File: config.mk
export PLATFORM = sky130hd
export DESIGN_NAME = bk_sys_timer
export DESIGN_NICKNAME = d
export VERILOG_FILES = /design/src/rtl/bk_bus_pkg.sv /design/src/rtl/bk_timer_core.sv /design/src/rtl/bk_sys_timer.sv
export SDC_FILE = /design/constraint.sdc
export NUM_CORES = 1
export LEC_CHECK = 0
export ABC_CLOCK_PERIOD_IN_PS = 4400
export CORE_MARGIN = 2
export CORE_UTILIZATION = 50
export DETAILED_ROUTE_END_ITERATION = 10
export GPL_TIMING_DRIVEN = 0
export PLACE_DENSITY = 0.7
export SETUP_SLACK_MARGIN = 0.5
export SLEW_MARGIN = 20
export SYNTH_ARGS = -nofsm -noshare
export SYNTH_HDL_FRONTEND = slang
export SYNTH_HIERARCHICAL = 1
export SYNTH_SLANG_ARGS = --single-unit
File: constraint.sdc
create_clock -name pin_clk -period 4.4 [get_ports pin_clk]
set_input_delay 0.88 -clock pin_clk [delete_from_list [all_inputs] [get_ports pin_clk]]
set_output_delay 0.88 -clock pin_clk [all_outputs]
set_load 0.005 [all_outputs]
File: src/rtl/bk_bus_pkg.sv
// rtl/bk_bus_pkg.sv - shared MPI responder definitions: register map, CSR bits, bus FSM states
package bk_bus_pkg;

   // Word offsets inside the timer window (ADDR[15:1] - BASE[15:1])
   localparam logic [1:0] REG_RELOAD = 2'd0;
   localparam logic [1:0] REG_COUNT  = 2'd1;
   localparam logic [1:0] REG_CSR    = 2'd2;

   // Control/status bit positions
   localparam int CSR_WRAP     = 0;
   localparam int CSR_IE       = 2;
   localparam int CSR_ONESHOT  = 3;
   localparam int CSR_RUN      = 4;
   localparam int CSR_PRESC_LO = 5;
   localparam int CSR_PRESC_HI = 6;
   localparam int CSR_EXP      = 7;

   // Prescaler multiplier table, indexed by CSR PRESC field
   function automatic int unsigned presc_mult(input logic [1:0] presc);
      case (presc)
         2'b00:   return 1;
         2'b01:   return 16;
         2'b10:   return 4;
         default: return 64;
      endcase
   endfunction

   // Bus cycle states common to MPI responders
   typedef enum logic [2:0] {
      BUS_IDLE,
      BUS_ADDR,
      BUS_RD_WAIT,
      BUS_RD_REPLY,
      BUS_WR_WAIT,
      BUS_WR_REPLY,
      BUS_END
   } bus_state_t;

endpackage

File: src/rtl/bk_timer_core.sv
// rtl/bk_timer_core.sv - timer prescaler, down counter and CSR update logic
module bk_timer_core
   import bk_bus_pkg::*;
#(
   parameter int unsigned BASE_DIV = 128
) (
   input  logic        pin_clk,
   input  logic        pin_init_n,
   input  logic        wr_en,
   input  logic [1:0]  wr_reg,
   input  logic [15:0] wr_data,
   input  logic [1:0]  wr_be,
   output logic [15:0] reload,
   output logic [15:0] counter,
   output logic [7:0]  csr,
   output logic        irq_n
);

   // Wide enough for the largest division ratio (x64)
   localparam int unsigned PW = $clog2(BASE_DIV * 64);

   logic [15:0]   reload_q, reload_nxt;
   logic [15:0]   cnt_q, cnt_nxt;
   logic [15:0]   reload_wr;
   logic [7:0]    csr_q, csr_nxt;
   logic [PW-1:0] presc_q, presc_nxt;
   logic [PW-1:0] presc_term;
   logic          tick;
   logic          expire;
   logic          irq_q;

   assign presc_term = PW'(BASE_DIV * presc_mult(csr_q[CSR_PRESC_HI:CSR_PRESC_LO]) - 1);
   assign tick       = csr_q[CSR_RUN] && (presc_q == presc_term);

   // Reload value after merging the enabled byte lanes of a write
   assign reload_wr = {wr_be[1] ? wr_data[15:8] : reload_q[15:8],
                       wr_be[0] ? wr_data[7:0]  : reload_q[7:0]};

   // Next-state of all timer registers; bus writes applied after tick effects, expiry EXP set last
   always_comb begin
      reload_nxt = reload_q;
      cnt_nxt    = cnt_q;
      csr_nxt    = csr_q;
      presc_nxt  = presc_q;
      expire     = 1'b0;

      if (csr_q[CSR_RUN]) begin
         presc_nxt = tick ? '0 : presc_q + PW'(1);
      end

      if (tick) begin
         if (cnt_q != 16'd0) begin
            cnt_nxt = cnt_q - 16'd1;
         end else begin
            expire = 1'b1;
            if (csr_q[CSR_ONESHOT]) begin
               csr_nxt[CSR_RUN] = 1'b0;
               cnt_nxt          = 16'd0;
            end else if (csr_q[CSR_WRAP]) begin
               cnt_nxt = 16'hFFFF;
            end else if (wr_en && wr_reg == REG_RELOAD) begin
               // A reload written on the expiry cycle is the one that gets loaded
               cnt_nxt = reload_wr;
            end else begin
               cnt_nxt = reload_q;
            end
         end
      end

      if (wr_en) begin
         case (wr_reg)
            REG_RELOAD: reload_nxt = reload_wr;
            REG_CSR: begin
               if (wr_be[0]) begin
                  csr_nxt[CSR_WRAP]                    = wr_data[0];
                  csr_nxt[CSR_IE]                      = wr_data[2];
                  csr_nxt[CSR_ONESHOT]                 = wr_data[3];
                  csr_nxt[CSR_RUN]                     = wr_data[4];
                  csr_nxt[CSR_PRESC_HI:CSR_PRESC_LO]   = wr_data[6:5];
                  if (!wr_data[7]) begin
                     csr_nxt[CSR_EXP] = 1'b0;
                  end
                  if (wr_data[4] && !csr_q[CSR_RUN]) begin
                     cnt_nxt   = reload_q;
                     presc_nxt = '0;
                  end
               end
            end
            default: ;
         endcase
      end

      if (expire) begin
         csr_nxt[CSR_EXP] = 1'b1;
      end

      csr_nxt[1] = 1'b0;
   end

   // Timer register state
   always_ff @(posedge pin_clk or negedge pin_init_n) begin
      if (!pin_init_n) begin
         reload_q <= 16'd0;
         cnt_q    <= 16'd0;
         csr_q    <= 8'd0;
         presc_q  <= '0;
      end else begin
         reload_q <= reload_nxt;
         cnt_q    <= cnt_nxt;
         csr_q    <= csr_nxt;
         presc_q  <= presc_nxt;
      end
   end

   // Interrupt request follows EXP & IE one cycle later
   always_ff @(posedge pin_clk or negedge pin_init_n) begin
      if (!pin_init_n) begin
         irq_q <= 1'b1;
      end else begin
         irq_q <= ~(csr_q[CSR_EXP] & csr_q[CSR_IE]);
      end
   end

   assign reload  = reload_q;
   assign counter = cnt_q;
   assign csr     = csr_q;
   assign irq_n   = irq_q;

endmodule

File: src/rtl/bk_sys_timer.sv
// rtl/bk_sys_timer.sv - BK-0011M system timer as an MPI bus responder
module bk_sys_timer
   import bk_bus_pkg::*;
#(
   parameter logic [15:0] BASE_ADDR  = 16'o177706,
   parameter int unsigned BASE_DIV   = 128,
   parameter int unsigned RPLY_DELAY = 0
) (
   input  logic        pin_clk,
   input  logic        pin_init_n,
   input  logic [15:0] pin_ad_in_n,
   output logic [15:0] pin_ad_out_n,
   output logic        pin_ad_oe,
   input  logic        pin_sync_n,
   input  logic        pin_din_n,
   input  logic        pin_dout_n,
   input  logic        pin_wtbt_n,
   output logic        pin_rply_n,
   output logic        pin_irq_n
);

   localparam int unsigned   DW       = (RPLY_DELAY < 1) ? 1 : $clog2(RPLY_DELAY + 1);
   localparam logic [DW-1:0] DLY_LAST = DW'(RPLY_DELAY);

   bus_state_t    state_q, state_nxt;
   logic          sync_q;
   logic [15:0]   addr_q;
   logic [DW-1:0] dly_q, dly_nxt;
   logic          rply_q, rply_nxt;
   logic          oe_q, oe_nxt;
   logic [15:0]   out_q, out_nxt;
   logic          addr_ld;
   logic          wr_en;
   logic [14:0]   offset;
   logic          sel;
   logic [1:0]    reg_idx;
   logic [1:0]    wr_be;
   logic [15:0]   rdata;
   logic [15:0]   reload;
   logic [15:0]   counter;
   logic [7:0]    csr;

   assign offset  = addr_q[15:1] - BASE_ADDR[15:1];
   assign sel     = (offset < 15'd3);
   assign reg_idx = offset[1:0];
   assign wr_be   = pin_wtbt_n ? 2'b11 : (addr_q[0] ? 2'b10 : 2'b01);

   // Read mux; CSR upper byte reads as ones
   always_comb begin
      case (reg_idx)
         REG_RELOAD: rdata = reload;
         REG_COUNT:  rdata = counter;
         default:    rdata = {8'hFF, csr};
      endcase
   end

   // Bus FSM next state and registered bus outputs; SYNC high always aborts
   always_comb begin
      state_nxt = state_q;
      dly_nxt   = dly_q;
      rply_nxt  = rply_q;
      oe_nxt    = oe_q;
      out_nxt   = out_q;
      addr_ld   = 1'b0;
      wr_en     = 1'b0;

      if (pin_sync_n) begin
         state_nxt = BUS_IDLE;
         rply_nxt  = 1'b1;
         oe_nxt    = 1'b0;
         out_nxt   = 16'hFFFF;
      end else begin
         case (state_q)
            BUS_IDLE: begin
               if (sync_q) begin
                  state_nxt = BUS_ADDR;
                  addr_ld   = 1'b1;
               end
            end
            BUS_ADDR: begin
               if (!pin_din_n && sel) begin
                  state_nxt = BUS_RD_WAIT;
                  oe_nxt    = 1'b1;
                  out_nxt   = ~rdata;
                  dly_nxt   = '0;
               end else if (!pin_dout_n && sel) begin
                  state_nxt = BUS_WR_WAIT;
                  wr_en     = 1'b1;
                  dly_nxt   = '0;
               end
            end
            BUS_RD_WAIT: begin
               if (dly_q == DLY_LAST) begin
                  state_nxt = BUS_RD_REPLY;
                  rply_nxt  = 1'b0;
               end else begin
                  dly_nxt = dly_q + DW'(1);
               end
            end
            BUS_RD_REPLY: begin
               if (pin_din_n) begin
                  state_nxt = BUS_END;
                  rply_nxt  = 1'b1;
                  oe_nxt    = 1'b0;
                  out_nxt   = 16'hFFFF;
               end
            end
            BUS_WR_WAIT: begin
               if (dly_q == DLY_LAST) begin
                  state_nxt = BUS_WR_REPLY;
                  rply_nxt  = 1'b0;
               end else begin
                  dly_nxt = dly_q + DW'(1);
               end
            end
            BUS_WR_REPLY: begin
               if (pin_dout_n) begin
                  state_nxt = BUS_END;
                  rply_nxt  = 1'b1;
               end
            end
            default: ;
         endcase
      end
   end

   // Bus FSM state, output registers and address latch
   always_ff @(posedge pin_clk or negedge pin_init_n) begin
      if (!pin_init_n) begin
         state_q <= BUS_IDLE;
         sync_q  <= 1'b0;
         addr_q  <= 16'd0;
         dly_q   <= '0;
         rply_q  <= 1'b1;
         oe_q    <= 1'b0;
         out_q   <= 16'hFFFF;
      end else begin
         state_q <= state_nxt;
         sync_q  <= pin_sync_n;
         dly_q   <= dly_nxt;
         rply_q  <= rply_nxt;
         oe_q    <= oe_nxt;
         out_q   <= out_nxt;
         if (addr_ld) begin
            addr_q <= ~pin_ad_in_n;
         end
      end
   end

   bk_timer_core #(
      .BASE_DIV (BASE_DIV)
   ) u_core (
      .pin_clk    (pin_clk),
      .pin_init_n (pin_init_n),
      .wr_en      (wr_en),
      .wr_reg     (reg_idx),
      .wr_data    (~pin_ad_in_n),
      .wr_be      (wr_be),
      .reload     (reload),
      .counter    (counter),
      .csr        (csr),
      .irq_n      (pin_irq_n)
   );

   assign pin_rply_n   = rply_q;
   assign pin_ad_oe    = oe_q;
   assign pin_ad_out_n = out_q;

endmodule

# Yosys cells after proc, flatten, opt, wreduce, memory -nomap -nowiden
# Index checks and enable logic that the tools add are counted.
# totals
reg_bits	92
wordCells	136
in_bits	22
out_inout_bits	19
# op_classes
eq_ne	20
n_reduce_logical	27
muxes	64
magnitude_cmp	1
bitwise	5
n_addsub	5
# op_table
cell	n
two-way mux 16 bit	12
two-way mux 13 bit	6
one-hot mux 16 bit (2 select lines)	2
NOT 16 bit	2
two-way mux 1 bit	24
two-way mux 3 bit	8
inequality test 3 bit (second input constant)	8
two-way mux 6 bit	3
one-hot mux 3 bit (6 select lines)	1
two-way mux 8 bit	2
nonzero test 16 bit	1
subtractor 16 x 1 -> 16 bit (second input constant)	1
< comparator 15 x 2 -> 1 bit (second input constant)	1
one-hot mux 5 bit (3 select lines)	1
subtractor 15 bit (second input constant)	1
adder 13 x 1 -> 13 bit (second input constant)	1
== test 13 bit	1
subtractor 13 x 1 -> 13 bit (second input constant)	1
AND reduction 3 bit	3
AND reduction 4 bit	2
nonzero test 2 bit	4
AND reduction 7 bit	1
nonzero test 7 bit	1
== test 3 x 2 -> 1 bit (second input constant)	2
other kinds (20)	33

# Logic depth before layout (Yosys ltp)
# logic_depth
ltp_word	17
depth_mapped	15
mapped_depth_nobuf	12

# Cells and area by module
# Netlist, hierarchy kept.
# modules_own_cells
mod	cells_each	n_inst	area_each_um2
bk_timer_core	304	1	3021.6
bk_sys_timer	293	1	2546.2

# Worst setup path before layout
# No wires, ideal clock.
# synth_timing
path_type	register -> register
start	reg addr_q[1]
end	reg u_core.cnt_q[8] (netlist: u_core/counter[8])
path_buffers	3
stages_incl_launch_ff	15
slack_ns	0.476
setup_ns	0.119
arrival_time_ns	3.804
cell_sequence	dfrtp_1 > inv_1 > ha_1 > clkbuf_1 > a2111o_1 > or2_2 > a2111oi_0 > nand3b_1 > nor4bb_1 > nand4b_2 > or3_1 > buf_2 > buf_2 > o22ai_1 > nor2_2
# synth_via
elab_chain_cells	17
word_cells_on_any_way	20
# synth_lines
item	line_no	source
from (decl)	bk_sys_timer.sv:27	logic [15:0] addr_q;
from (signal assigned)	bk_sys_timer.sv:145	addr_q <= ~pin_ad_in_n;
subtractor 15 bit (*)	bk_sys_timer.sv:43	assign offset = addr_q[15:1] - BASE_ADDR[15:1];
net offset[0]	bk_sys_timer.sv:34	logic [14:0] offset;
< comparator 15 x 2 -> 1 bit (*)	bk_sys_timer.sv:44	assign sel = (offset < 15'd3);
logical AND 1 bit	bk_sys_timer.sv:86	end else if (!pin_dout_n && sel) begin
two-way mux 1 bit	bk_sys_timer.sv:86	
two-way mux 1 bit (*)	bk_sys_timer.sv:81	if (!pin_din_n && sel) begin
two-way mux 1 bit (*)	bk_sys_timer.sv:73	case (state_q)
two-way mux 1 bit (*)	bk_sys_timer.sv:67	if (pin_sync_n) begin
net wr_en	bk_sys_timer.sv:33	logic wr_en;
(+3 left out)	-	
two-way mux 16 bit	bk_timer_core.sv:56	if (csr_q[CSR_ONESHOT]) begin
two-way mux 16 bit	bk_timer_core.sv:52	if (cnt_q != 16'd0) begin
two-way mux 16 bit	bk_timer_core.sv:51	if (tick) begin
two-way mux 16 bit	bk_timer_core.sv:83	if (wr_data[4] && !csr_q[CSR_RUN]) begin
two-way mux 16 bit	bk_timer_core.sv:74	if (wr_be[0]) begin
two-way mux 16 bit	bk_timer_core.sv:71	case (wr_reg)
two-way mux 16 bit (*)	bk_timer_core.sv:70	if (wr_en) begin
net u_core.cnt_nxt[8]	bk_timer_core.sv:23	logic [15:0] cnt_q, cnt_nxt;
to (signal assigned)	bk_timer_core.sv:109	cnt_q <= cnt_nxt;
to (decl)	bk_timer_core.sv:23	
# Mark *: on every way through the listed nets, which the timed path passes. The rest lies on a longest branch.
# A chain may end at the register's enable or synchronous reset.

# Worst setup path in the final report
# layout_timing
start	reg addr_q[2]
end	reg u_core.cnt_q[9] (netlist: u_core/counter[9])
# layout_via
elab_chain_cells	17
word_cells_on_any_way	20
# layout_lines
item	line_no
subtractor 15 bit (*)	bk_sys_timer.sv:43
< comparator 15 x 2 -> 1 bit (*)	bk_sys_timer.sv:44
logical AND 1 bit	bk_sys_timer.sv:86
two-way mux 1 bit	bk_sys_timer.sv:86
two-way mux 1 bit (*)	bk_sys_timer.sv:81
two-way mux 1 bit (*)	bk_sys_timer.sv:73
two-way mux 1 bit (*)	bk_sys_timer.sv:67
net wr_en	bk_sys_timer.sv:33
(+3 left out)	-
two-way mux 16 bit	bk_timer_core.sv:56
two-way mux 16 bit	bk_timer_core.sv:52
two-way mux 16 bit	bk_timer_core.sv:51
two-way mux 16 bit	bk_timer_core.sv:83
two-way mux 16 bit	bk_timer_core.sv:74
two-way mux 16 bit	bk_timer_core.sv:71
two-way mux 16 bit (*)	bk_timer_core.sv:70
net u_core.cnt_nxt[9]	bk_timer_core.sv:23
# Marked as above.

==> flow_metrics.env <==
export IMPL_status="completed"
export IMPL_timing_critical_path_cells="buf_6, buf_6, a2111o_1, a2111oi_4, a211oi_4, a31oi_1, nand3b_1, nor4bb_4, buf_4, nand4b_4, or3_4, buf_6, buf_4, o22ai_1, a21oi_2"
export IMPL_initial_antenna_violation_count=0
export IMPL_start_kind="flop"
export IMPL_leakagePower_nw=2.79
export IMPL_gr_usage_all_layers=0.273
export IMPL_overflow=0
export IMPL_synth_area_per_cell_um2=9.33
export IMPL_synth_flop_cell="dfrtp_1"
export IMPL_maxClockFrequency_mhz=264
export IMPL_crit_path_max_incr_delay_ns=0.51
export IMPL_clk_pin_slew_worst_paths_ns=0.09
export IMPL_synthDominantAreaCellType="dfrtp_1"
export IMPL_tns_ns=0
export IMPL_root_buffer="clkbuf_8"
export IMPL_remaining_routing_drc_violations=0
export IMPL_tritoncts="built"
export IMPL_drt_first_iter_violations=575
export IMPL_cpMostUsedCell="buf_6"
export IMPL_multiInputGateArea_um2=3130
export IMPL_worst_slew_pin_slew_ns=0.648
export IMPL_final_setup_fails=0
export IMPL_yosysTopAreaCellShare=0.328
export IMPL_yosysWarnings=6
export IMPL_powerDensity_nw_per_um2=392
export IMPL_reg2reg_depth=15
export IMPL_io_pins=41
export IMPL_place_worst_setup_slack_ns=-0.270
export IMPL_finalCoreUtilization=0.623
export IMPL_hold_class="in -> async"
export IMPL_synth_lib_cells_used_distinct=76
export IMPL_netlist_area_um2=5570
export IMPL_grt_start_max_net_pins=54
export IMPL_regArea_um2=2300
export IMPL_drt_pass1_iterations=5
export IMPL_setup_worst_path_class="reg -> reg"
export IMPL_postRouteAntennaNets=0
export IMPL_via_count=4993
export IMPL_wl_um=15800
export IMPL_max_cap_violations=0
export IMPL_critical_r2r_capture="u_core/counter[9]"
export IMPL_timing_critical_path_arrival_ns=4.06
export IMPL_layout_commonest_cell="dfrtp_1"
export IMPL_setup_worst_path_end_class="flop"
export IMPL_critical_path_peak_fanout=10
export IMPL_drt_wirelength_per_cell_um=19.4
export IMPL_critical_path_slowest_cell="a2111o_1"
export IMPL_layout_cells_most_common_list="dfrtp_1 (71), nand2_1 (47), o21ai_0 (41)"
export IMPL_first_global_vias=4921
export IMPL_clk_latency_ns=0.38
export IMPL_timing_rr_start="addr_q[2]"
export IMPL_min_period_over_period=0.862
export IMPL_port_buffer_count=40
export IMPL_antenna_diode_count=0
export IMPL_crit_family="compound AO/OA/AOI/OAI gates"
export IMPL_fin_ws_ns=0.607
export IMPL_vias_per_cell=6.14
export IMPL_synth_cells=597
export IMPL_nNetsFinal=696
export IMPL_n_fill_cell=955
export IMPL_cts_sinks=91
export IMPL_die_h_um=110
export IMPL_count_of_pins_over_their_slew_limit=0
export IMPL_clockBufferDepth=2
export IMPL_core_area_um2=10800
export IMPL_ys_seq_area_frac=0.413
export IMPL_post_dp_hpwl_um=11100
export IMPL_dieArea_um2=12000
export IMPL_chipWidth_um=110
export IMPL_required_ns=4.66
export IMPL_worst_slew_margin_rel=0.564
export IMPL_critical_path_n_buffers_inverters=5
export IMPL_peakVddDrop_mv=0.252
export IMPL_initial_standard_cell_utilization_of_the_core=0.514
export IMPL_timing_final_crit_period_ns=3.79
export IMPL_leading_cell_types_by_total_area_after_synthesis="dfrtp_1 (33%), dfstp_2 (8.5%), o21ai_0 (3.7%), nand2_1 (3.2%), a21oi_1 (2.9%)"
export IMPL_synth_ff_latch_count=91
export IMPL_fin_worst_hold_slack_ns=0.391
export IMPL_layout_area_overhead_vs_synth_pct=21.3
export IMPL_final_count_of_hold_timing_violations=0
export IMPL_grt_pass1_wl_um=25000
export IMPL_synthesis_nets=625
export IMPL_logic_depth_of_the_worst_path_buffers_included=15
export IMPL_setup_repair_after_global_routing_missed_its_margin="yes"
export IMPL_skew_ns=0.00892
export IMPL_synth_edff_count=0
export IMPL_ratio_of_cells_with_drive_above_1_in_the_final_layout=0.195
export IMPL_synth_async_sr_flop_share=1.00
export IMPL_rows=38
export IMPL_final_replace_weighted_congestion=0.923
export IMPL_htree_num_levels=3
export IMPL_worst_r2r_setup_slack_ns=0.61
export IMPL_cts_buffers_inserted=9
==> state kept, by name, summed over array words and instances (netlist names) <==
signal / cells
addr_q: 16
pin_ad_out_n: 16
u_core/counter: 16
u_core/reload: 16
u_core/presc_q: 13
u_core/csr: 7
state_q: 3
pin_ad_oe: 1
pin_rply_n: 1
sync_q: 1
u_core/irq_n: 1
==> cell type report <==
type	count	share of cell area
multi-input combinational	436	0.464
sequential	91	0.341
timing repair buffer	60	0.0863
buffer	41	0.0359
clock buffer	14	0.0289
tap	140	0.0259
inverter	29	0.0165
clock inverter	2	0.00204
==> Yosys cell counts, drive strengths merged (17+ instances only) <==
cell,n
nor2,25
clkbuf,21
o21ai,44
nand2,47
a21oi,32
mux2,22
nand2b,23
dfstp,18
nor3,17
dfrtp,73
inv,29
buf,20
==> power by group <==
part,internal (mW),total (mW),switching (mW)
clock,0.291,0.601,0.310
sequential,0.927,1.04,0.115
combinational,0.402,1.01,0.604
total,1.62,2.65,1.03
==> per-stage QoR <==
| stage | total power, mW | area [µm²] | instances |
|---|---|---|---|
| finish | 2.65 | 6750 | 813 |
| global route | 2.77 | 6750 | 813 |
| CTS | 2.49 | 6540 | 800 |
| detailed placement | 1.82 | 6180 | 778 |
| global placement | 1.79 | 6150 | 777 |
| floorplan | 1.55 | 5570 | 597 |
==> worst max path at each step <==
stage	slack, ns	end	startpoint
floorplan	0.52	u_core/counter[8]	addr_q[1]
global placement	-0.91	pin_ad_oe	pin_init_n
detailed placement	-0.27	u_core/counter[8]	addr_q[1]
global route	0.45	u_core/counter[4]	addr_q[2]
finish	0.61	u_core/counter[9]	addr_q[2]
CTS	0.50	u_core/counter[9]	addr_q[1]
==> metal layers <==
layer / share of wire / wire length (µm) / global-route usage / vias up
li1: - / - / - / 2325
met1: 0.42 / 6710 / 0.350 / 2476
met2: 0.51 / 7990 / 0.462 / 164
met3: 0.049 / 781 / 0.0545 / 28
met4: 0.021 / 324 / 0.0895 / 0
met5: 0 / 0 / 0 / -
==> logic make-up (layout without fill, tap and decap cells) <==
family,count (synthesis),in the layout,synth area share
adders and majority gates,6,6,0.0135
other,1,1,0.000674
muxes,27,27,0.0535
and+or+nand+nor,205,205,0.220
DFF,91,91,0.413
xor gates and xnor gates,16,16,0.0252
buffers and inverters,70,146,0.0580
AOI/OAI and AO/OA,181,181,0.216
==> what timing repair did <==
item                       in CTS  in global routing
setup endpoints to repair      45                 17
pin swaps                       4                 15
hold buffers                    0                  0
resized for setup              27                 25
gates cloned                    0                  0
buffers inserted                6                 13
No activity file was read; power rests on OpenSTA's default activity.
==> RTL edit 1: new RTL, same settings <==
Re-encode `bus_state_t` (7 states) as Gray code, 3 bits wide.
--- a/src/rtl/bk_bus_pkg.sv
+++ b/src/rtl/bk_bus_pkg.sv
@@ -27,13 +27,13 @@
 
    // Bus cycle states common to MPI responders
    typedef enum logic [2:0] {
-      BUS_IDLE,
-      BUS_ADDR,
-      BUS_RD_WAIT,
-      BUS_RD_REPLY,
-      BUS_WR_WAIT,
-      BUS_WR_REPLY,
-      BUS_END
+      BUS_IDLE     = 3'b000,
+      BUS_ADDR     = 3'b001,
+      BUS_RD_WAIT  = 3'b011,
+      BUS_RD_REPLY = 3'b010,
+      BUS_WR_WAIT  = 3'b110,
+      BUS_WR_REPLY = 3'b111,
+      BUS_END      = 3'b101
    } bus_state_t;
 
 endpackage
Behaviour: no difference found for any inputs over 4 cycles, from zero or initial values; so few cycles prove little.
==> RTL edit 1 against the original RTL <==
- cell area down 4.6%
- global-route usage down 0.55 points
- sequential cell count unchanged
- critical path depth down 2
- synthesized area up 0.22%
- clock skew up 5.5 ps
- first-iteration DRC count down 23%
- routed wire length down 2.8%
- power down 10%
- hold slack worse by 32 ps
- fmax up 2.3%
- setup slack better by 86 ps
- largest cell class unchanged
==> RTL edit 1: results (changes against the original RTL) <==
- Area after DPL: 6180 µm² (+0.10%)
- WL met1: 7120 µm (+6.2%)
- Clk pwr share: 21.3% (-1.4 points)
- Final worst clock skew: 14.5 ps (+5.53 ps)
- Crit path max-delay family: simple AND/OR/NAND/NOR gates
- Met2 wire length: 7190 µm (-10%)
- Placed insts: 761 (-2.2%)
- Layout filler cell count: 1,002 (+4.9%)
- Status: completed
- Sw Share: 39.6% (+0.70 points)
- Leak: 0.00260 µW (-6.9%)
- Pin count of the biggest net entering global routing: 65 (+20%)
- GPL Wtd Cong: 0.954 (+3.4%)
- Synth top area cells: dfrtp_1 33%, dfstp_2 8.5%, a21oi_1 3.0%
- CP peak stage delay: 460 ps (-50 ps)
- Sequential share of cell area: 35.7% (+1.6 points)
- Worst VDD drop: 0.000269 V (+7.0%)
- Commonest cells post-synth: 73 x dfrtp_1, 39 x nor2_1, 38 x nand2_1
- Actual slew at the worst max-slew pin: 697 ps (+48.7 ps)
- Slowest CP cell: or3_4
- 1st-iter DRT viols: 444 (-23%)
- Post-Place Setup Slack: 13.7 ps (+284 ps)
- Worst setup margin: 693 ps (+86.2 ps)
- Post-DP HPWL: 10,900 µm (-1.8%)
- Die Width: 110 µm (+0.11%)
- Data buffer area share: 10.6% (-1.6 points)
- Final-layout clock-cell area share: 2.43% (-0.67 points)
- Synth Instances: 580 (-2.8%)
- Post-synthesis net count: 608 (-2.7%)
- Multi-input gate count: 423 (-3.0%)
- Total track usage: 26.7% (-0.55 points)
- # resized after CTS: 8 (-70%)
- Non-clk bufs: 86 (-15%)
- Met2 Use GR: 42.8% (-3.4 points)
- CP endpoint: u_core/counter[11]
- Crit path from: addr_q[1]
- Global routing usage on met3: 2.73% (-2.7 points)
- Worst R2R Path Depth: 13 (-2)
- Met1 Use GR: 37.1% (+2.1 points)
- Met3 Wirelength: 740 µm (-5.2%)
-- RTL edit 1: logic make-up (layout without fill, tap and decap cells) --
family | Yosys count | count (layout) | share of synthesized area (%)
buffers and inverters | 66 | 128 | 5.56
adder cells (fa/ha/maj) | 6 | 6 | 1.35
flip-flops | 91 | 91 | 41.2
multiplexers | 28 | 28 | 5.58
XOR/XNOR | 18 | 18 | 2.83
other | 1 | 1 | 0.0672
AND/OR/NAND/NOR | 199 | 199 | 20.1
AO/OA/AOI/OAI | 171 | 171 | 23.3
-- RTL edit 1: through the flow --
| step | hold WS (ps) | TNS (ps) | utilization (%) | total power (µW) |
|---|---|---|---|---|
| 6_report | 358 | 0 | 59.2 | 2380 |
| 5_1_grt | 385 | 0 | 59.2 | 2500 |
| 4_1_cts | 363 | 0 | 58.5 | 2330 |
| 3_5_place_dp | 439 | 0 | 56.8 | 1810 |
| 3_3_place_gp | 445 | -64080 | 56.5 | 1790 |
| 2_1_floorplan | 387 | 0 | - | 1570 |
==> RTL edit 2: new RTL, same flow settings <==
Without the edit above. `BASE_DIV` is set to 128 in 2 places; all go to 64.
--- a/src/rtl/bk_timer_core.sv
+++ b/src/rtl/bk_timer_core.sv
@@ -2,7 +2,7 @@
 module bk_timer_core
    import bk_bus_pkg::*;
 #(
-   parameter int unsigned BASE_DIV = 128
+   parameter int unsigned BASE_DIV = 64
 ) (
    input  logic        pin_clk,
    input  logic        pin_init_n,
--- a/src/rtl/bk_sys_timer.sv
+++ b/src/rtl/bk_sys_timer.sv
@@ -3,7 +3,7 @@
    import bk_bus_pkg::*;
 #(
    parameter logic [15:0] BASE_ADDR  = 16'o177706,
-   parameter int unsigned BASE_DIV   = 128,
+   parameter int unsigned BASE_DIV   = 64,
    parameter int unsigned RPLY_DELAY = 0
 ) (
    input  logic        pin_clk,
Check against the original RTL: no difference found for any inputs over 4 cycles, from zero or initial values; that may be too few to reach the edited logic, so the function may still have changed.
==> RTL edit 2 against the original RTL <==
- count of clock-buffer cells in the layout unchanged
- synthesized cell count down 2.8%
- cell area down 3.7%
- sequential cell count down 1
- critical path depth down 1
- routed wire length down 7.5%
- sequential share of layout area up 0.93 points
- setup slack worse by 210 ps
- synthesized area down 3.4%
- die area down 3.3%
- hold slack better by 97 ps
- power down 3.5%
==> RTL edit 2: results (changes against the original RTL) <==
- Post-synthesis net count: 608 (-2.7%)
- Avg WL per Cell: 18.5 µm (-5.0%)
- Synth Instances: 580 (-2.8%)
- Actual slew at the worst max-slew pin: 851 ps (+203 ps)
- Synth top area cells: dfrtp_1 33%, dfstp_2 8.8%, mux2_2 4.8%
- Crit path from: addr_q[1]
- Vias per cell: 6.07 (-1.1%)
- WL met1: 6220 µm (-7.3%)
- GPL Wtd Cong: 0.877 (-4.9%)
- Met3 Wirelength: 889 µm (+14%)
- Layout cells sized above 1: 19.7% (+0.20 points)
- Post-DP HPWL: 10,400 µm (-6.5%)
- Status: completed
- Reg2reg setup slack: 400 ps (-210 ps)
- Final Non-Filler Cells: 792 (-2.6%)
- Leak: 0.00267 µW (-4.3%)
- Area leader, netlist: dfrtp_1
- Commonest cells post-synth: 72 x dfrtp_1, 50 x nand2_1, 39 x nor2_1
- Met2 wire length: 7200 µm (-9.8%)
- Global routing usage on met3: 5.63% (+0.18 points)
- Worst Path Arrival: 4270 ps (+210 ps)
- Total track usage: 26.4% (-0.85 points)
- Met1 Use GR: 33.8% (-1.2 points)
- 1st-iter DRT viols: 341 (-41%)
- Async SR Flop Fraction: 100% (unchanged)
- Crit path max-delay family: simple AND/OR/NAND/NOR gates
- Slowest CP cell: dfrtp_2
- Pin count of the biggest net entering global routing: 49 (-9.3%)
- Critical path peak fanout: 4 (-6)
- Post-synthesis sequential area ratio: 42.3% (+0.98 points)
- Met2 Use GR: 44.6% (-1.6 points)
- Placed insts: 757 (-2.7%)
- Worst R2R Path Depth: 14 (-1)
- Final worst clock skew: 14.0 ps (+5.04 ps)
- CP endpoint: u_core/counter[10]
- Count of different cell masters after synthesis: 75 (-1.3%)
RTL edit 2: cell type report:
cell class | count | area, µm²
fillers | 890 | 3870
clock buffers | 14 | 185
well taps | 136 | 170
inverters | 28 | 108
multi-input cells | 421 | 2940
flip-flops and latches | 90 | 2280
plain buffers | 41 | 221
repair buffers | 60 | 579
clock inverters | 2 | 17.5
RTL edit 2: where the power goes:
group	total (µW)	switching (µW)	leakage (µW)	internal [µW]
clock	574	297	0.000101	277
combinational	953	582	0.00148	372
sequential	1030	112	0.00109	916
RTL edit 2: through the flow:
step                setup TNS [ps]  setup slack (ps)  cell area, µm²
finish                           0               400            6500
CTS                              0               503            6340
floorplan                        0               606            5420
global placement            -60000              -827            5990
detailed placement           -2820              -232            6020
global route                     0               273            6500
RTL edit 2: how the worst min path moves through the flow:
stage / cells after the start / startpoint / endpoint
2_1_floorplan: 1 / u_core/csr[2] / u_core/irq_n
3_3_place_gp: 1 / u_core/csr[2] / u_core/irq_n
3_5_place_dp: 1 / u_core/csr[7] / u_core/irq_n
4_1_cts: 1 / u_core/csr[7] / u_core/irq_n
5_1_grt: 1 / u_core/csr[7] / u_core/irq_n
6_report: 1 / pin_init_n / addr_q[13]
RTL edit 2: logic make-up after synthesis:
group                      count (synthesis)  share of synthesized area, %
and+or+nand+nor                          202                          21.2
AOI/OAI and AO/OA                        170                          21.6
DFF                                       90                          42.3
buffers and inverters                     69                          5.53
muxes                                     25                          5.19
xor gates and xnor gates                  17                          2.77
adders and majority gates                  6                          1.40
other                                      1                        0.0697
RTL edit 2: timing repair:
item	4_1_cts	5_1_grt
resized for setup	11	30
buffers inserted	11	8
pin swaps	4	9
endpoints found under the setup margin	28	25
